===== config.mk =====
export PLATFORM = sky130hd
export DESIGN_NAME = pwm_sample_decoder
export DESIGN_NICKNAME = d
export VERILOG_FILES = /design/src/rtl/synth_pwm_pkg.sv /design/src/rtl/pwm_in_sync.sv /design/src/rtl/pwm_sample_decoder.sv
export SDC_FILE = /design/constraint.sdc
export NUM_CORES = 1
export LEC_CHECK = 0
export ABC_CLOCK_PERIOD_IN_PS = 14200
export CAP_MARGIN = 20
export CORE_MARGIN = 1
export CORE_UTILIZATION = 55
export CTS_CLUSTER_DIAMETER = 120
export DETAILED_ROUTE_END_ITERATION = 8
export HOLD_SLACK_MARGIN = 0.15
export PLACE_DENSITY = 0.84
export REMOVE_ABC_BUFFERS = 1
export SYNTH_ARGS = -nofsm -noshare
export SYNTH_HDL_FRONTEND = slang
export SYNTH_SLANG_ARGS = --single-unit

===== constraint.sdc =====
create_clock -name clk -period 14.2 [get_ports clk]
set_input_delay 2.84 -clock clk [delete_from_list [all_inputs] [get_ports clk]]
set_output_delay 2.84 -clock clk [all_outputs]
set_load 0.02 [all_outputs]

===== src/rtl/synth_pwm_pkg.sv =====
// -----------------------------------------------------------------------------
// synth_pwm_pkg
// Shared definitions for the PWM sample generator and the PWM sample decoder:
// default timing constants, the frame-length and duty-scale derivation
// functions, the decoder state enum and the 16-bit counter type.
// -----------------------------------------------------------------------------
package synth_pwm_pkg;

    // Default system timing shared by generator and decoder.
    localparam int PWM_FCLKM_DEF = 64000000;
    localparam int PWM_FS_DEF    = 44100;
    localparam int PWM_RES_DEF   = 9;

    // Frame/period/high counters are all 16 bits wide.
    typedef logic [15:0] cnt16_t;

    localparam cnt16_t CNT_MAX = 16'hFFFF;

    // Decoder frame-tracking state.
    typedef enum logic [0:0] {
        ST_ACQ   = 1'b0,
        ST_TRACK = 1'b1
    } dec_state_t;

    // Clocks per PWM frame, truncated.
    function automatic int frame_len_f(input int fclk, input int fs);
        return fclk / fs;
    endfunction

    // Fixed-point factor so that (high * scale) >> 16 maps a full frame to 2^res.
    // Rounded to nearest: round(2^(res+16) / frame_len).
    function automatic int scale_f(input int res, input int frame_len);
        longint num;
        num = longint'(1) << (res + 16);
        return int'((num + longint'(frame_len / 2)) / longint'(frame_len));
    endfunction

endpackage


===== src/rtl/pwm_in_sync.sv =====
// -----------------------------------------------------------------------------
// pwm_in_sync
// Brings the asynchronous PWM pin into the clk domain (2-FF synchroniser),
// optionally debounces it, and detects rising edges with a delay register.
// Optional feature macro: PWM_DEC_GLITCH_FILT_EN (adds a GLITCH_CYC-clock
// persistence filter after the synchroniser).
//
// Ports:
//   i_clk    decoder clock
//   i_rst    synchronous active-high reset
//   i_pwm    asynchronous PWM input
//   o_level  synchronised (and optionally filtered) line level
//   o_rise   one-clock pulse on a low-to-high transition of o_level
// -----------------------------------------------------------------------------
module pwm_in_sync
`ifdef PWM_DEC_GLITCH_FILT_EN
#(
    parameter int GLITCH_CYC = 3
)
`endif
(
    input  logic i_clk,
    input  logic i_rst,
    input  logic i_pwm,
    output logic o_level,
    output logic o_rise
);

    logic r_meta;
    logic r_sync;
    logic r_dly;
    logic w_level;

    // Two-stage synchroniser plus edge-detect delay register.
    always_ff @(posedge i_clk) begin
        if (i_rst) begin
            r_meta <= 1'b0;
            r_sync <= 1'b0;
            r_dly  <= 1'b0;
        end else begin
            r_meta <= i_pwm;
            r_sync <= r_meta;
            r_dly  <= w_level;
        end
    end

`ifdef PWM_DEC_GLITCH_FILT_EN
    logic       r_filt;
    logic [7:0] r_gcnt;

    // Persistence filter: follow the synced level only after it has differed
    // from the filtered level for GLITCH_CYC consecutive clocks.
    always_ff @(posedge i_clk) begin
        if (i_rst) begin
            r_filt <= 1'b0;
            r_gcnt <= 8'd0;
        end else if (r_sync == r_filt) begin
            r_gcnt <= 8'd0;
        end else if (r_gcnt == 8'(GLITCH_CYC - 1)) begin
            r_filt <= r_sync;
            r_gcnt <= 8'd0;
        end else begin
            r_gcnt <= r_gcnt + 8'd1;
        end
    end

    assign w_level = r_filt;
`else
    assign w_level = r_sync;
`endif

    assign o_level = w_level;
    assign o_rise  = w_level & ~r_dly;

endmodule


===== src/rtl/pwm_sample_decoder.sv =====
// -----------------------------------------------------------------------------
// pwm_sample_decoder
// Recovers a RES-bit sample from a PWM waveform by measuring the high time
// and period of every frame. A frame boundary is each rising edge of the
// synchronised input. The duty cycle is scaled with a pipelined 16x16
// multiply; sample_valid follows the boundary clock by exactly two clocks.
// A steady line (0 % / 100 % duty) is detected by a period timeout and
// reported as a full-scale or zero sample while locked.
// Optional feature macro: PWM_DEC_GLITCH_FILT_EN (input glitch filter).
//
// Ports:
//   clk            decoder clock
//   rst            synchronous active-high reset
//   pwm_in         asynchronous PWM input
//   sample         recovered sample, held until the next update
//   sample_valid   one-clock strobe when sample updates
//   high_cycles    high count of the last completed frame
//   period_cycles  period of the last completed frame
//   locked         frame timing stable for LOCK_FRAMES frames
//   frame_err      one-clock strobe on an out-of-range period
// -----------------------------------------------------------------------------
module pwm_sample_decoder
    import synth_pwm_pkg::*;
#(
    parameter int FCLKM       = PWM_FCLKM_DEF,
    parameter int FS          = PWM_FS_DEF,
    parameter int RES         = PWM_RES_DEF,
    parameter int TOL         = 8,
    parameter int LOCK_FRAMES = 4
`ifdef PWM_DEC_GLITCH_FILT_EN
    ,
    parameter int GLITCH_CYC  = 3
`endif
)(
    input  logic           clk,
    input  logic           rst,
    input  logic           pwm_in,
    output logic [RES-1:0] sample,
    output logic           sample_valid,
    output logic [15:0]    high_cycles,
    output logic [15:0]    period_cycles,
    output logic           locked,
    output logic           frame_err
);

    localparam int     FRAME_LEN   = frame_len_f(FCLKM, FS);
    localparam int     SCALE       = scale_f(RES, FRAME_LEN);
    localparam int     LOCK_W      = $clog2(LOCK_FRAMES + 1);
    localparam cnt16_t FRAME_LEN_C = cnt16_t'(FRAME_LEN);
    localparam cnt16_t RANGE_LO_C  = cnt16_t'(FRAME_LEN - TOL);
    localparam cnt16_t RANGE_HI_C  = cnt16_t'(FRAME_LEN + TOL);
    localparam cnt16_t TIMEOUT_C   = cnt16_t'(FRAME_LEN + TOL + 1);
    localparam cnt16_t SCALE_C     = cnt16_t'(SCALE);
    localparam logic [LOCK_W-1:0] LOCK_MAX_C = LOCK_W'(LOCK_FRAMES);
    localparam logic [16:0]       SAMPLE_MAX_Q = 17'((1 << RES) - 1);

    logic              w_level;
    logic              w_rise;
    dec_state_t        r_state;
    cnt16_t            r_period_cnt;
    cnt16_t            r_high_cnt;
    logic [LOCK_W-1:0] r_lock_cnt;
    logic              r_resync;
    logic              r_mul_go;
    logic              r_prod_go;
    logic [31:0]       r_prod;
    logic              w_in_range;
    logic [LOCK_W-1:0] w_lock_next;
    cnt16_t            w_period_inc;
    cnt16_t            w_high_inc;
    logic [16:0]       w_q;
    logic [RES-1:0]    w_sample;

`ifdef PWM_DEC_GLITCH_FILT_EN
    pwm_in_sync #(.GLITCH_CYC(GLITCH_CYC)) u_sync (
        .i_clk   (clk),
        .i_rst   (rst),
        .i_pwm   (pwm_in),
        .o_level (w_level),
        .o_rise  (w_rise)
    );
`else
    pwm_in_sync u_sync (
        .i_clk   (clk),
        .i_rst   (rst),
        .i_pwm   (pwm_in),
        .o_level (w_level),
        .o_rise  (w_rise)
    );
`endif

    assign w_in_range   = (r_period_cnt >= RANGE_LO_C) && (r_period_cnt <= RANGE_HI_C);
    assign w_lock_next  = (r_lock_cnt == LOCK_MAX_C) ? r_lock_cnt : r_lock_cnt + LOCK_W'(1);
    // Both counters saturate rather than wrap.
    assign w_period_inc = (r_period_cnt == CNT_MAX) ? CNT_MAX : r_period_cnt + 16'd1;
    assign w_high_inc   = (w_level && (r_high_cnt != CNT_MAX)) ? r_high_cnt + 16'd1 : r_high_cnt;

    // Frame tracking FSM: counters, lock tracking, latched measurements.
    always_ff @(posedge clk) begin
        if (rst) begin
            r_state       <= ST_ACQ;
            r_period_cnt  <= 16'd0;
            r_high_cnt    <= 16'd0;
            r_lock_cnt    <= '0;
            r_resync      <= 1'b0;
            r_mul_go      <= 1'b0;
            high_cycles   <= 16'd0;
            period_cycles <= 16'd0;
            locked        <= 1'b0;
            frame_err     <= 1'b0;
        end else begin
            r_mul_go  <= 1'b0;
            frame_err <= 1'b0;
            case (r_state)
                ST_ACQ: begin
                    r_period_cnt <= 16'd0;
                    r_high_cnt   <= 16'd0;
                    if (w_rise) begin
                        r_state      <= ST_TRACK;
                        r_period_cnt <= 16'd1;
                        r_high_cnt   <= 16'd1;
                    end
                end
                ST_TRACK: begin
                    if (w_rise) begin
                        // Rise wins over a coincident timeout.
                        r_period_cnt <= 16'd1;
                        r_high_cnt   <= 16'd1;
                        if (r_resync) begin
                            // First real edge after a steady line only re-aligns.
                            r_resync <= 1'b0;
                        end else begin
                            high_cycles   <= r_high_cnt;
                            period_cycles <= r_period_cnt;
                            if (w_in_range) begin
                                r_lock_cnt <= w_lock_next;
                                locked     <= (w_lock_next == LOCK_MAX_C);
                                r_mul_go   <= (w_lock_next == LOCK_MAX_C);
                            end else begin
                                frame_err  <= 1'b1;
                                r_lock_cnt <= '0;
                                locked     <= 1'b0;
                            end
                        end
                    end else if (r_period_cnt == TIMEOUT_C) begin
                        // Steady line: treat as a virtual boundary.
                        r_period_cnt <= 16'd1;
                        r_high_cnt   <= 16'd1;
                        r_resync     <= 1'b1;
                        if (locked) begin
                            // Full-frame high count scales (and clamps) to full scale.
                            high_cycles   <= w_level ? FRAME_LEN_C : 16'd0;
                            period_cycles <= FRAME_LEN_C;
                            r_mul_go      <= 1'b1;
                        end
                    end else begin
                        r_period_cnt <= w_period_inc;
                        r_high_cnt   <= w_high_inc;
                    end
                end
                default: begin
                    r_state <= ST_ACQ;
                end
            endcase
        end
    end

    // Round the scaled product to RES bits.
    assign w_q = 17'(({1'b0, r_prod} + 33'h0_0000_8000) >> 16);

    // Clamp: a full-length high time would otherwise round up to 2^RES.
    always_comb begin
        w_sample = w_q[RES-1:0];
        if (w_q > SAMPLE_MAX_Q) begin
            w_sample = '1;
        end else begin
            w_sample = w_q[RES-1:0];
        end
    end

    // Two-stage scaling pipeline: multiply register, then sample register.
    always_ff @(posedge clk) begin
        if (rst) begin
            r_prod       <= 32'd0;
            r_prod_go    <= 1'b0;
            sample       <= '0;
            sample_valid <= 1'b0;
        end else begin
            r_prod_go    <= r_mul_go;
            sample_valid <= r_prod_go;
            if (r_mul_go) begin
                r_prod <= 32'(high_cycles) * 32'(SCALE_C);
            end
            if (r_prod_go) begin
                sample <= w_sample;
            end
        end
    end

endmodule

==> qor.csv, run 1 <==
metric;value;unit
wl_per_cell;16.6;µm
syn-cell-area;0.00838;mm²
rrSetupSlack;8.67;ns
status;finished, violations left;
io_buffers;46;
drt-total-wl;18.6;mm
ys_seq_area_frac;0.244;
layout.nets;1126;
cts_tree;done;
slew-limit-headroom;0.555;
clock_sink_count;102;
antenna_found_initial;0;
ant_nets;0;
irDropWorstVdd;0.000104;V
synth_edf_count;0;
hold_buffers;0;
ios;47;
fin_skew;0.00950;ns
cp_data_required_time;14.45;ns
cpPeakStageDelay;0.57;ns
hold_end;u_sync.o_level$_SDFF_PP0_;
grt_pass1_wl;31.3;mm
min-delay-start;u_sync.r_meta$_SDFF_PP0_;
place_ws;8.75;ns
cts.clk_slew.worst_paths;0.08;ns
grt_overflow;0;
clockBufferDepth;2;
worstPathCellList;ha_1, inv_1, fa_1, fa_1, inv_1, fa_1, inv_1, fa_1, inv_1, ha_1, ha_1, and3_1, and4_1, a22o_1, a311oi_1, o21ai_0, xnor2_1, o21ai_0;
syn_inst;896;
violations;design-rule violations;
worst-path-buf-inv;4;
netlist-cell-type-count;63;
fp.dieArea;0.0157;mm²
worst_slew_pin_slew;0.664;ns
dpl.hpwl;14.6;mm
synth_async_sr_flop_share;0;
htreeDepth;3;
power.density;59.0;mW/mm²
cts-resized-gates;0;
period_share;0.390;
post_cts_buffers;0;
maxCapViolCount;0;
diodes;0;
gr-usage-all-layers;0.249;
ys.flop_type;dfxtp_1;
tns;0;ns
hold_class;flop to flop;
drv_slew;0;
cts_made_buffers;9;
total_power;0.000547;W
drive_above_1_share;0.0417;
fp.dieW;125;µm
hold_depth;1;
drc;3;
startpoint_type;flop;
startpoint;high_cycles[6]$_SDFFE_PP0P_;
core_area;0.0147;mm²
slowest_stage;fa_1;
num_vias;6542;
first_iter_violations;408;
avgViaCountPerCell;5.85;
start_util;0.570;
crit_path_end_kind;flop;
path_class;flop to flop;
grt_pass1_vias;6503;
crit_fanout;7;
yosysWarnings;0;
firstDrtPassIters;9;
period_needed;5.53;ns
cts_root_buf;clkbuf_16;
insertion_delay;0.36;ns
rr_worst_depth;18;
critical_path.top_delay_family;adder cells;
rows;44;
p_leak;4.52;nW
gp_congestion;0.969;
finalSetupViolations;0;
rsz0062_at_grt;no;
fin_ws;8.67;ns
cp_data_arrival_time;5.78;ns
hold_viol;0;
grt_max_degree;57;
area_growth;10.6;%
r2r-start;high_cycles[6]$_SDFFE_PP0P_;
r2r-end;r_prod[26]$_SDFFE_PP0P_;
die_height;125;µm
fmax;181;MHz
ys_ff_latch;102;
avgSynthCellArea;9.36;µm²
## worst max path at each step
stage | end | slack [ns] | depth (start not counted)
6_report | r_prod[26]$_SDFFE_PP0P_ | 8.67 | 18
3_5_place_dp | r_prod[28]$_SDFFE_PP0P_ | 8.75 | 17
5_1_grt | r_prod[26]$_SDFFE_PP0P_ | 8.37 | 18
4_1_cts | r_prod[28]$_SDFFE_PP0P_ | 8.73 | 17
2_1_floorplan | r_prod[22]$_SDFFE_PP0P_ | 9.15 | 17
3_3_place_gp | r_prod[27]$_SDFFE_PP0P_ | 8.87 | 17
## layout by cell type, fill, tap and decap left out, drive strengths merged, types with 9 or more instances in the layout
| cell type | Yosys | layout |
|---|---|---|
| o21a | 9 | 9 |
| inv | 122 | 125 |
| nand3 | 22 | 22 |
| xnor2 | 20 | 20 |
| ha | 128 | 128 |
| o211ai | 10 | 10 |
| and3 | 15 | 15 |
| o21ai | 24 | 24 |
| nor2b | 9 | 9 |
| clkdlybuf4s50 | 0 | 45 |
| a211oi | 19 | 19 |
| nor3 | 12 | 12 |
| dfxtp | 102 | 102 |
| nand2 | 49 | 49 |
| nor2 | 47 | 47 |
| xor2 | 19 | 19 |
| clkbuf | 21 | 10 |
| nand4 | 12 | 12 |
| a22o | 19 | 19 |
| a21oi | 64 | 64 |
| a21o | 16 | 16 |
| fa | 65 | 65 |
## cells in the mapped netlist (4+ instances only)
master | count | area share
ha_1 | 128 | 0.19
inv_1 | 122 | 0.055
dfxtp_1 | 102 | 0.24
fa_1 | 65 | 0.16
a21oi_1 | 64 | 0.038
nand2_1 | 49 | 0.022
nor2_1 | 44 | 0.020
nand3_1 | 22 | 0.013
o21ai_0 | 22 | 0.013
clkbuf_1 | 20 | 0.0090
xnor2_1 | 20 | 0.021
a211oi_1 | 19 | 0.017
a22o_1 | 19 | 0.020
xor2_1 | 19 | 0.020
a21o_1 | 16 | 0.014
and3_1 | 13 | 0.0097
nand4_1 | 12 | 0.0090
nor3_1 | 11 | 0.0066
o211ai_1 | 10 | 0.0090
nor2b_1 | 9 | 0.0067
o21a_1 | 9 | 0.0081
a311oi_1 | 8 | 0.0084
nand2b_1 | 8 | 0.0060
a31oi_1 | 7 | 0.0052
and2_1 | 6 | 0.0045
nor3b_1 | 6 | 0.0054
nand3b_1 | 5 | 0.0045
or3_1 | 5 | 0.0037
buf_6 | 4 | 0.0054
mux2i_1 | 4 | 0.0048
o22ai_1 | 4 | 0.0030
o31ai_1 | 4 | 0.0036
## layer usage
metal | vias to the layer above | global-route usage | wire, µm
li1 | 3172 | - | -
met1 | 3163 | 0.328 | 8490
met2 | 169 | 0.410 | 8700
met3 | 38 | 0.0424 | 896
met4 | 0 | 0.0918 | 479
met5 | - | 0 | 0
## sequential cells by signal, summed over array words and instances, names as in the netlist
register	count
sample	9
u_sync.r_dly	1
r_high_cnt	16
frame_err	1
sample_valid	1
r_resync	1
r_state	1
r_mul_go	1
r_prod_go	1
r_lock_cnt	3
u_sync.o_level	1
period_cycles	16
u_sync.r_meta	1
r_period_cnt	16
high_cycles	16
locked	1
r_prod	16
## final cells by class
| class | instances | area, µm² |
|---|---|---|
| Clock inverter | 6 | 63.8 |
| Inverter | 122 | 458 |
| Fill cell | 1186 | 5430 |
| Clock buffer | 10 | 239 |
| Tap cell | 184 | 230 |
| Multi-Input combinational cell | 645 | 5750 |
| Sequential cell | 102 | 2040 |
| Timing Repair Buffer | 50 | 485 |
## power breakdown
group / switching, W / leakage (nW) / internal (W)
registers: 0.00000158 / 0.822 / 0.000287
clock network: 0.000119 / 0.146 / 0.000129
logic: 0.00000818 / 3.55 / 0.00000297
## cells by family (layout without fill, tap and decap cells)
family,Yosys count,in the layout,share of synthesized area
xor+xnor,39,39,0.0407
simple gates,214,214,0.139
compound gates,195,195,0.154
mux,4,4,0.00478
flops,102,102,0.244
fa+ha+maj,193,193,0.346
buf+inv,149,188,0.0709
## per-stage QoR
step	area [µm²]	cells	util	hold WS (ns)
after CTS	9270	1119	0.631	0.455
after detailed placement	8970	1103	0.610	0.439
final	9270	1119	0.631	0.455
after global placement	8970	1103	0.610	0.425
after global routing	9270	1119	0.631	0.479
after floorplan	8250	869	-	0.414
No activity file was read; power rests on OpenSTA's default activity.
==> run 2, diff against run 1 <==
Settings changed: ABC_CLOCK_PERIOD_IN_PS 14200 to 5300.
Clock period 14.2 ns to 5.3 ns, I/O delays scaled along.
==> run 2 against run 1 <==
Effect of this change: the run still ends with design-rule violations left; clock skew up 0.0051 ns; first-iteration DRC count is 13% lower; critical path depth unchanged; critical path type unchanged; largest power group unchanged.
==> qor.csv, run 2 (synthesis results as in run 1) <==
metric;value;unit
wl_per_cell;16.7;µm
gp_congestion;0.917;
finalSetupViolations;0;
diodes;0;
slew-limit-headroom;0.404;
period_needed;5.15;ns
insertion_delay;0.36;ns
grt_pass1_vias;6504;
power.density;154;mW/mm²
fin_ws;0.146;ns
first_iter_violations;356;
ant_nets;0;
crit_path_end_kind;flop;
total_power;0.00148;W
slowest_stage;fa_1;
drc;10;
fp.dieArea;0.0157;mm²
dpl.hpwl;14.9;mm
firstDrtPassIters;6;
worst-path-buf-inv;4;
cts_made_buffers;9;
cts.clk_slew.worst_paths;0.08;ns
start_util;0.570;
antenna_found_initial;0;
status;finished, violations left;
core_area;0.0147;mm²
fp.dieW;125;µm
worst_slew_pin_slew;0.890;ns
cts_tree;done;
p_leak;4.67;nW
final_cell_mix;ha_1 (124), inv_1 (122), dfxtp_1 (91), fa_1 (65), a21oi_1 (61);
r2r-start;high_cycles[11]$_SDFFE_PP0P_;
clockBufferDepth;2;
cp_data_arrival_time;5.40;ns
avgViaCountPerCell;5.86;
worstPathCellList;ha_1, inv_1, fa_1, fa_1, inv_1, fa_1, inv_1, fa_1, inv_1, ha_1, ha_1, and3_1, and4_1, a22o_1, a311oi_2, o21ai_0, xnor2_1, o21ai_0;
die_height;125;µm
rows;44;
num_vias;6720;
fmax;194;MHz
startpoint_type;flop;
io_buffers;46;
htreeDepth;3;
cts_root_buf;clkbuf_16;
irDropWorstVdd;0.000172;V
grt_max_degree;56;
grt_overflow;0;
drv_slew;0;
cpPeakStageDelay;0.55;ns
min-delay-start;u_sync.r_meta$_SDFF_PP0_;
drt-total-wl;19.1;mm
violations;design-rule violations;
clock_sink_count;102;
gr-usage-all-layers;0.253;
critical_path.top_delay_family;adder cells;
path_class;flop to flop;
period_share;0.972;
grt_pass1_wl;31.6;mm
crit_fanout;6;
hold_viol;0;
cp_data_required_time;5.54;ns
drive_above_1_share;0.0946;
place_ws;-0.108;ns
fin_skew;0.0146;ns
ios;47;
layout_commonest_cell;ha_1;
layout.nets;1153;
area_growth;14.1;%
hold_class;flop to flop;
maxCapViolCount;0;
hold_buffers;0;
startpoint;high_cycles[11]$_SDFFE_PP0P_;
-- run 2: layout make-up --
type / count / area (µm²)
timing repair buffer: 77 / 688
clock buffer: 9 / 225
tap: 184 / 230
inverter: 122 / 458
multi-input combinational: 645 / 5830
clock inverter: 7 / 72.6
fill: 1176 / 5130
sequential: 102 / 2060
-- run 2: worst paths after layout --
kind | endpoint | slack, ns | cells past startpoint
worst max register to register | r_prod[26]$_SDFFE_PP0P_ | 0.15 | 18
worst min register to register | u_sync.o_level$_SDFF_PP0_ | 0.45 | 1
worst max-delay path | r_prod[26]$_SDFFE_PP0P_ | 0.15 | 18
worst min-delay path | u_sync.o_level$_SDFF_PP0_ | 0.45 | 1
-- run 2: timing repair --
item | 4_1_cts | 5_1_grt
setup endpoints to repair | 7 | 12
gates resized for setup | 5 | 26
pin swaps | 0 | 2
hold endpoints to repair | 0 | 0
buffers inserted | 0 | 0
-- run 2: per-layer routing --
metal,vias up,track usage,routed length [µm]
met1,3267,0.336,8690
met5,-,0,0
met2,193,0.422,9120
met3,22,0.0432,1020
li1,3238,-,-
met4,0,0.0710,267
-- run 2: per-stage QoR --
| step | instances | setup TNS (ns) | hold slack [ns] | util | area (µm²) |
|---|---|---|---|---|---|
| floorplan | 869 | 0 | 0.414 | - | 8250 |
| detailed placement | 1130 | -0.450 | 0.425 | 0.624 | 9170 |
| CTS | 1146 | 0 | 0.441 | 0.645 | 9480 |
| global route | 1146 | -0.0119 | 0.467 | 0.651 | 9570 |
| finish | 1146 | 0 | 0.446 | 0.651 | 9570 |
| global placement | 1130 | -0.107 | 0.426 | 0.624 | 9170 |
-- run 2: power breakdown --
| part | internal [W] | total (W) | switching [W] |
|---|---|---|---|
| clock | 0.000335 | 0.000675 | 0.000340 |
| combinational | 0.00000795 | 0.0000307 | 0.0000228 |
| sequential | 0.000767 | 0.000771 | 0.00000428 |
| total | 0.00111 | 0.00148 | 0.000367 |
==> run 3, diff against run 2 <==
Settings changed: ABC_CLOCK_PERIOD_IN_PS 5300 to 6420.
Clock period 5.3 ns to 6.42 ns, I/O delays scaled along.
==> run 3 against run 2 <==
Effect of this change: the flow still finishes with violations (design-rule violations); power is 19% lower; wire length decreased by 1.9%; critical path depth decreased by 1; largest cell class unchanged.
==> qor.csv, run 3 (synthesis results as in run 1) <==
metric;value;unit
layout.nets;1126;
gr-usage-all-layers;0.254;
maxCapViolCount;0;
cp_data_arrival_time;5.78;ns
drive_above_1_share;0.0417;
timing.hold.ws;0.452;ns
ios;47;
hold_viol;0;
post_cts_buffers;0;
fin_skew;0.0128;ns
insertion_delay;0.36;ns
tns;0;ns
dpl.hpwl;14.8;mm
grt_max_degree;57;
cts_root_buf;clkbuf_16;
fp.dieArea;0.0157;mm²
r2r-start;high_cycles[2]$_SDFFE_PP0P_;
fp.dieW;125;µm
crit_fanout;8;
n_fill_cell;1180;
period_share;0.857;
irDropWorstVdd;0.000204;V
htreeDepth;3;
violations;design-rule violations;
cts-resized-gates;0;
io_buffers;46;
period_needed;5.50;ns
hold_buffers;0;
avgViaCountPerCell;5.85;
firstDrtPassIters;7;
ant_nets;0;
startpoint;high_cycles[2]$_SDFFE_PP0P_;
cts_made_buffers;9;
place_ws;0.950;ns
wl_per_cell;16.7;µm
gp_congestion;0.971;
grt_pass1_vias;6595;
min-delay-start;u_sync.r_meta$_SDFF_PP0_;
startpoint_type;flop;
grt_pass1_wl;31.9;mm
start_util;0.570;
crit_path_end_kind;flop;
cp_data_required_time;6.69;ns
die_height;125;µm
path_class;flop to flop;
final_cell_mix;ha_1 (128), inv_1 (122), dfxtp_1 (102), fa_1 (65), a21oi_1 (64);
first_iter_violations;449;
slew-limit-headroom;0.544;
clockBufferDepth;2;
antenna_found_initial;0;
finalSetupViolations;0;
fmax;182;MHz
hold_class;flop to flop;
clock_sink_count;102;
drc;5;
p_leak;4.52;nW
area_growth;10.5;%
final_util;0.630;
worst_slew_pin_slew;0.680;ns
diodes;0;
drt-total-wl;18.7;mm
core_area;0.0147;mm²
fin_ws;0.917;ns
rsz0062_at_grt;no;
status;finished, violations left;
cts_tree;done;
drv_slew;0;
power.density;129;mW/mm²
layout_commonest_cell;ha_1;
rows;44;
cts.clk_slew.worst_paths;0.08;ns
grt_overflow;0;
num_vias;6550;
==> run 3: changes by cell type in the layout (fill, tap and decap cells not counted), sizes merged <==
cell	previous run	this run
clkbuf	9	10
buf	32	5
clkinv	3	4
inv	126	124
==> run 3: worst paths after layout <==
path / endpoint / cells past startpoint / slack (ns)
worst min-delay path: u_sync.o_level$_SDFF_PP0_ / 1 / 0.45
worst max register to register: r_prod[28]$_SDFFE_PP0P_ / 17 / 0.92
worst max-delay path: r_prod[28]$_SDFFE_PP0P_ / 17 / 0.92
worst min register to register: u_sync.o_level$_SDFF_PP0_ / 1 / 0.45
==> run 3: per-layer routing <==
metal | share of wire | vias to the layer above | routed length, µm | track usage
met3 | 0.054 | 34 | 1000 | 0.0458
met2 | 0.47 | 188 | 8880 | 0.423
met5 | 0 | - | 0 | 0
met4 | 0.026 | 0 | 478 | 0.0904
li1 | - | 3185 | - | -
met1 | 0.45 | 3143 | 8370 | 0.329
==> run 3: area by class of cell <==
type | instances | area (µm²) | share of cell area
multi-input combinational | 645 | 5750 | 0.621
sequential | 102 | 2040 | 0.220
timing repair buffer | 50 | 485 | 0.0524
inverter | 122 | 458 | 0.0494
clock buffer | 10 | 239 | 0.0258
tap | 184 | 230 | 0.0249
clock inverter | 6 | 55.1 | 0.00594
==> run 3: power by group <==
group | internal (W) | leakage [nW] | switching (W) | total (W)
clock | 0.000280 | 0.148 | 0.000254 | 0.000534
combinational | 0.00000657 | 3.55 | 0.0000181 | 0.0000247
sequential | 0.000634 | 0.822 | 0.00000342 | 0.000638
total | 0.000921 | 4.52 | 0.000276 | 0.00120
==> run 3: worst max-delay path, cell delays in order, from the launching register on <==
cell and delay [ns]:
dfxtp_1 0.54, ha_1 0.35, ha_1 0.29, inv_1 0.05, fa_1 0.52, inv_1 0.06
fa_1 0.52, fa_1 0.57, inv_1 0.06, fa_1 0.53, inv_1 0.04, ha_1 0.34
o2111ai_1 0.31, a21oi_1 0.40, a31oi_1 0.20, a211oi_1 0.32, nor3_1 0.08, o31ai_1 0.21
==> run 3: per-stage QoR <==
step	power, W	instances	instance area (µm²)
after global placement	0.000677	1103	8970
after global routing	0.00124	1119	9260
after floorplan	0.000664	869	8250
after CTS	0.00121	1119	9260
final	0.00120	1119	9260
after detailed placement	0.000677	1103	8970
==> variant 1 (settings of run 2) <==
Set the package constant `PWM_RES_DEF` to 10 (it was 9).
--- a/src/rtl/synth_pwm_pkg.sv
+++ b/src/rtl/synth_pwm_pkg.sv
@@ -9,7 +9,7 @@
     // Default system timing shared by generator and decoder.
     localparam int PWM_FCLKM_DEF = 64000000;
     localparam int PWM_FS_DEF    = 44100;
-    localparam int PWM_RES_DEF   = 9;
+    localparam int PWM_RES_DEF   = 10;
 
     // Frame/period/high counters are all 16 bits wide.
     typedef logic [15:0] cnt16_t;
Ports: changed (resized sample); port bits go from 47 to 48. The function was not compared with the original's and may differ.
==> variant 1 against run 2 <==
The flow still finishes with violations (DRC); routed wire length grew 4.8%; synthesized area barely moved; count of clock-buffer cells in the layout rose by 2; maximum frequency shrank 1.1%; sequential cell count is 2 higher; total power rose by 0.68%; cell area grew 0.99%; first-iteration DRC count up 16%; setup slack lost 0.059 ns.
==> variant 1: results (changes against run 2) <==
[outcome] result of the run finished with violations
[outcome] failing checks DRC
[synthesis] post-synth cell types 59 [-6.3%]
[cells_and_area] Total Nets Final 1159 [+0.52%]
[placement] Placement Cell Area 9180 um2 [+0.14%]
[sta] worst max-slew margin expressed relative to the limit 34.9% [-5.4 points]
[worst_setup_path] capture instance of the worst register-to-register path r_prod[31]$_SDFFE_PP0P_
[worst_setup_path] CP Max Fanout 6 [unchanged]
[placement] worst setup slack before clock tree synthesis 0.0300 ns [+0.138 ns]
[sta] Final Hold Slack 0.444 ns [-0.00217 ns]
[detailed_routing] count of vias placed by the detailed router 6775 [+0.82%]
[synthesis] sequential share of the synthesized area 24.8% [+0.46 points]
[detailed_routing] remaining design rule violation count 3 [-7]
[placement] weighted congestion at the end of routability-driven global placement 0.967 [+5.4%]
[worst_setup_path] arrival time of the worst setup path 5.45 ns [+0.05 ns]
[detailed_routing] routed wire length 20000 um [+4.8%]
[detailed_routing] starting DRC count in detailed routing 413 [+16%]
[worst_setup_path] Worst R2R Setup Slack 0.09 ns [-0.06 ns]
[pwr] Pleak 4.61 nW [-1.1%]
[sta] Clock Skews 0.00996 ns [-0.00464 ns]
[global_route] first-pass GRT wire length 32700 um [+3.5%]
[cells_and_area] number of flip-flops in the largest register 17
[clock_tree] worst skew pair latency 0.36 ns [about the same]
[global_route] pin count of the biggest net entering global routing 29 [-48%]
[clock_tree] CTS Buffer Depth 2 [unchanged]
[worst_hold_path] number of cells traversed by the worst hold path 1 [unchanged]
[synthesis] share of flip-flops with an asynchronous set or reset after synthesis 0% [unchanged]
[worst_setup_path] RR Startpoint high_cycles[6]$_SDFFE_PP0P_
[placement] Port Buf Inserts 47 [+2.2%]
[cells_and_area] share of post-route cells with drive strength above 1 9.71% [+0.25 points]
[clock_tree] number of buffers added by the clock tree synthesis step 9 [unchanged]
[global_route] vias in the first global route 6686 [+2.8%]
[synthesis] dominant cells by area after synthesis dfxtp_1 25%, ha_1 19%, fa_1 16%, inv_1 5.5%, a21oi_1 3.6%
[worst_setup_path] length in cells of the worst reg-to-reg path 17 [-1]
[global_route] number of antenna violations at the first check in global routing 0 [unchanged]
[detailed_routing] drt pass-1 iters 9 [+3]
[cells_and_area] top register by number of flip-flops r_prod
[cells_and_area] filler instances 1095 [-6.9%]
[synthesis] most frequent cells after synthesis 128 x ha_1, 122 x inv_1, 104 x dfxtp_1
[global_route] Overall Global Routing Usage 26.1% [+0.78 points]
[pwr] maximum resistive drop on vdd 144 uV [-17%]
[placement] final HPWL from detailed placement 15500 um [+4.0%]
[variant 1: cell count changes in the layout (fill, tap and decap cells not counted), moves of 6 or more]
cell | before | now
ha_4 | 1 | 7
ha_1 | 124 | 117
o21a_1 | 9 | 2
dfxtp_1 | 91 | 99
nand2_1 | 49 | 55
o21ai_0 | 19 | 28
xor2_1 | 19 | 26
[variant 1: logic make-up (layout without fill, tap and decap cells)]
group,count (synthesis),count (layout),share of synthesized area (%)
fa+ha+maj,193,193,34.6
flops,104,104,24.8
mux,7,7,0.835
simple gates,211,211,12.9
xor+xnor,47,47,4.91
compound gates,188,188,14.7
buf+inv,153,218,7.29
[variant 1: per-stage QoR]
step                power (mW)  std cells  util (%)
global route              1.54       1152      65.7
finish                    1.49       1152      65.7
floorplan                0.819        872         -
CTS                       1.50       1152      64.5
detailed placement       0.833       1136      62.5
global placement         0.832       1136      62.5
[variant 1: critical path, delay by kind of cell, from the launching register on]
family,cells,cell delay [ns]
xor gates and xnor gates,1,0.18
AOI/OAI and AO/OA,3,0.47
and+or+nand+nor,3,0.66
DFF,1,0.34
adders and majority gates,7,3.15
buffers and inverters,3,0.29
[variant 1: per-layer routing]
layer | up-vias | GRT usage [%] | part of all wire (%)
li1 | 3227 | - | -
met1 | 3282 | 34.8 | 45
met2 | 229 | 41.6 | 47
met3 | 37 | 5.09 | 6.0
met4 | 0 | 10.1 | 2.1
met5 | - | 0 | 0
[variant 1: what timing repair did]
action	in CTS	in global routing
setup endpoints to repair	1	10
pin swaps	0	10
resized for setup	1	32
[variant 1: final cells by class]
class / instances / area share, %
multi-input cells: 646 / 60.8
flip-flops and latches: 104 / 21.6
repair buffers: 80 / 7.38
inverters: 122 / 4.74
clock buffers: 11 / 2.62
well taps: 184 / 2.38
clock inverters: 5 / 0.492
[variant 1: worst max path at each step]
stage / startpoint / end / slack, ns / cells past startpoint
floorplan: high_cycles[1]$_SDFFE_PP0P_ / r_prod[31]$_SDFFE_PP0P_ / -0.02 / 17
global placement: high_cycles[1]$_SDFFE_PP0P_ / r_prod[31]$_SDFFE_PP0P_ / 0.11 / 17
detailed placement: high_cycles[1]$_SDFFE_PP0P_ / r_prod[31]$_SDFFE_PP0P_ / 0.03 / 17
CTS: high_cycles[2]$_SDFFE_PP0P_ / r_prod[28]$_SDFFE_PP0P_ / 0.04 / 17
global route: high_cycles[6]$_SDFFE_PP0P_ / r_prod[20]$_SDFFE_PP0P_ / -0.05 / 17
finish: high_cycles[6]$_SDFFE_PP0P_ / r_prod[31]$_SDFFE_PP0P_ / 0.09 / 17
[variant 1: where the power goes]
group	internal (mW)	switching (mW)	total, mW
Sequential	0.783	0.00443	0.788
Clock	0.352	0.319	0.672
Combinational	0.00768	0.0202	0.0279
Total	1.14	0.344	1.49
==> variant 2 (settings of run 2) <==
Made on the original files. Remove the register `sample_valid`: a continuous assignment takes its place, so the output `sample_valid` follows one clock earlier.
--- a/src/rtl/pwm_sample_decoder.sv
+++ b/src/rtl/pwm_sample_decoder.sv
@@ -184,10 +184,8 @@
             r_prod       <= 32'd0;
             r_prod_go    <= 1'b0;
             sample       <= '0;
-            sample_valid <= 1'b0;
         end else begin
             r_prod_go    <= r_mul_go;
-            sample_valid <= r_prod_go;
             if (r_mul_go) begin
                 r_prod <= 32'(high_cycles) * 32'(SCALE_C);
             end
@@ -197,4 +195,6 @@
         end
     end
 
+    assign sample_valid = r_prod_go;
+
 endmodule
Formal check against the unedited RTL: same outputs for any inputs over 10 cycles, from zero or initial values and one cycle with rst high; that may be too few to reach the edited logic, so the function may still have changed.
==> variant 2 against run 2 <==
The flow still finishes with violations (DRC); critical endpoint is now r_prod[30]$_SDFFE_PP0P_; count of clock-buffer cells in the layout rose by 1; setup slack got worse by 0.050 ns; sequential cell count fell by 1; routed wire length up 5.5%; utilization down 0.34 points; sequential share of layout area is 0.071 points lower; cell area fell by 0.89%; synthesized area is 0.88% lower; total power decreased by 1.3%; sequential power is 0.9% lower; clock skew fell by 0.0027 ns.
==> variant 2: results (changes against run 2) <==
[placement] weighted congestion at the end of routability-driven global placement 0.976 [+6.4%]
[outcome] result of the run finished with violations
[worst_setup_path] capture instance of the worst register-to-register path r_prod[30]$_SDFFE_PP0P_
[detailed_routing] count of vias placed by the detailed router 6634 [-1.3%]
[detailed_routing] remaining design rule violation count 3 [-7]
[detailed_routing] routed wire length 20100 um [+5.5%]
[synthesis] sequential share of the synthesized area 24.3% [-0.025 points]
[detailed_routing] routed wire length on met2 9610 um [+5.4%]
[placement] Placement Cell Area 9050 um2 [-1.3%]
[global_route] met1 track demand over resource 33.8% [+0.16 points]
[synthesis] post-synth cell types 55 [-13%]
[pwr] maximum resistive drop on vdd 178 uV [+3.1%]
[sta] Clock Skews 0.0119 ns [-0.00269 ns]
[pwr] sequential group share of total power 52.3% [about the same]
[pwr] Pleak 4.68 nW [+0.22%]
[worst_setup_path] length in cells of the worst reg-to-reg path 19 [+1]
[clock_tree] number of buffers added by the clock tree synthesis step 9 [unchanged]
[cells_and_area] share of post-route cells with drive strength above 1 7.05% [-2.4 points]
[cells_and_area] Sequential cell area 2040 um2 [-1.2%]
[sta] worst-margin pin slew 0.961 ns [+0.0714 ns]
[cells_and_area] Total Nets Final 1156 [+0.26%]
[outcome] failing checks DRC
[pwr] Power Internal 1.11 mW [+0.34%]
[detailed_routing] starting DRC count in detailed routing 476 [+34%]
[global_route] global-route met3 utilization 4.12% [-0.20 points]
[placement] DP Cell Count 1132 [+0.18%]
[synthesis] most frequent cells after synthesis 128 x ha_1, 127 x inv_1, 101 x dfxtp_1
[global_route] number of antenna violations at the first check in global routing 0 [unchanged]
[clock_tree] number of gates resized after CTS 2 [-3]
[clock_tree] Clock H-tree levels 3 [unchanged]
[synthesis] dominant cells by area after synthesis dfxtp_1 24%, ha_1 19%, fa_1 16%, inv_1 5.7%, a21oi_1 3.2%
[global_route] met2 usage 45.7% [+3.5 points]
[detailed_routing] drt pass-1 iters 7 [+1]
[worst_setup_path] CP Max Fanout 5 [-1]
[global_route] first-pass GRT wire length 32800 um [+3.6%]
[placement] final HPWL from detailed placement 15800 um [+6.4%]
[global_route] Overall Global Routing Usage 26.4% [+1.2 points]
[detailed_routing] DR WL met3 1140 um [+12%]
[clock_tree] worst skew pair latency 0.35 ns
[worst_setup_path] arrival time of the worst setup path 5.45 ns [+0.05 ns]
[clock_tree] clk slew on worst S/H paths 0.08 ns [about the same]
[global_route] pin count of the biggest net entering global routing 33 [-41%]
[detailed_routing] routed wirelength normalized by instance count 17.5 um [+5.3%]
[worst_setup_path] RR Startpoint high_cycles[9]$_SDFFE_PP0P_
[synthesis] cells after synthesis 905 [+1.0%]
[worst_setup_path] Worst R2R Setup Slack 0.1 ns [-0.05 ns]
-- variant 2: cells by family (layout without fill, tap and decap cells) --
logic type | Yosys count | in the layout | synth area share [%]
buffers and inverters | 154 | 214 | 7.29
xor gates and xnor gates | 50 | 50 | 5.27
and+or+nand+nor | 222 | 222 | 13.3
AOI/OAI and AO/OA | 179 | 179 | 14.1
adders and majority gates | 193 | 193 | 34.9
muxes | 6 | 6 | 0.723
DFF | 101 | 101 | 24.3
-- variant 2: area by class of cell --
| cell class | count | area share, % |
|---|---|---|
| Clock inverter | 6 | 0.647 |
| Clock buffer | 10 | 2.52 |
| Sequential cell | 101 | 21.5 |
| Tap cell | 184 | 2.43 |
| Multi-Input combinational cell | 650 | 61.0 |
| Inverter | 127 | 5.03 |
| Timing Repair Buffer | 71 | 6.91 |
-- variant 2: per-stage QoR --
step                setup slack (ns)  power [mW]
finish                        0.0959        1.46
global route                 -0.0901        1.51
CTS                          0.00277        1.47
detailed placement           -0.0182       0.809
global placement              0.0817       0.809
floorplan                      0.166       0.795
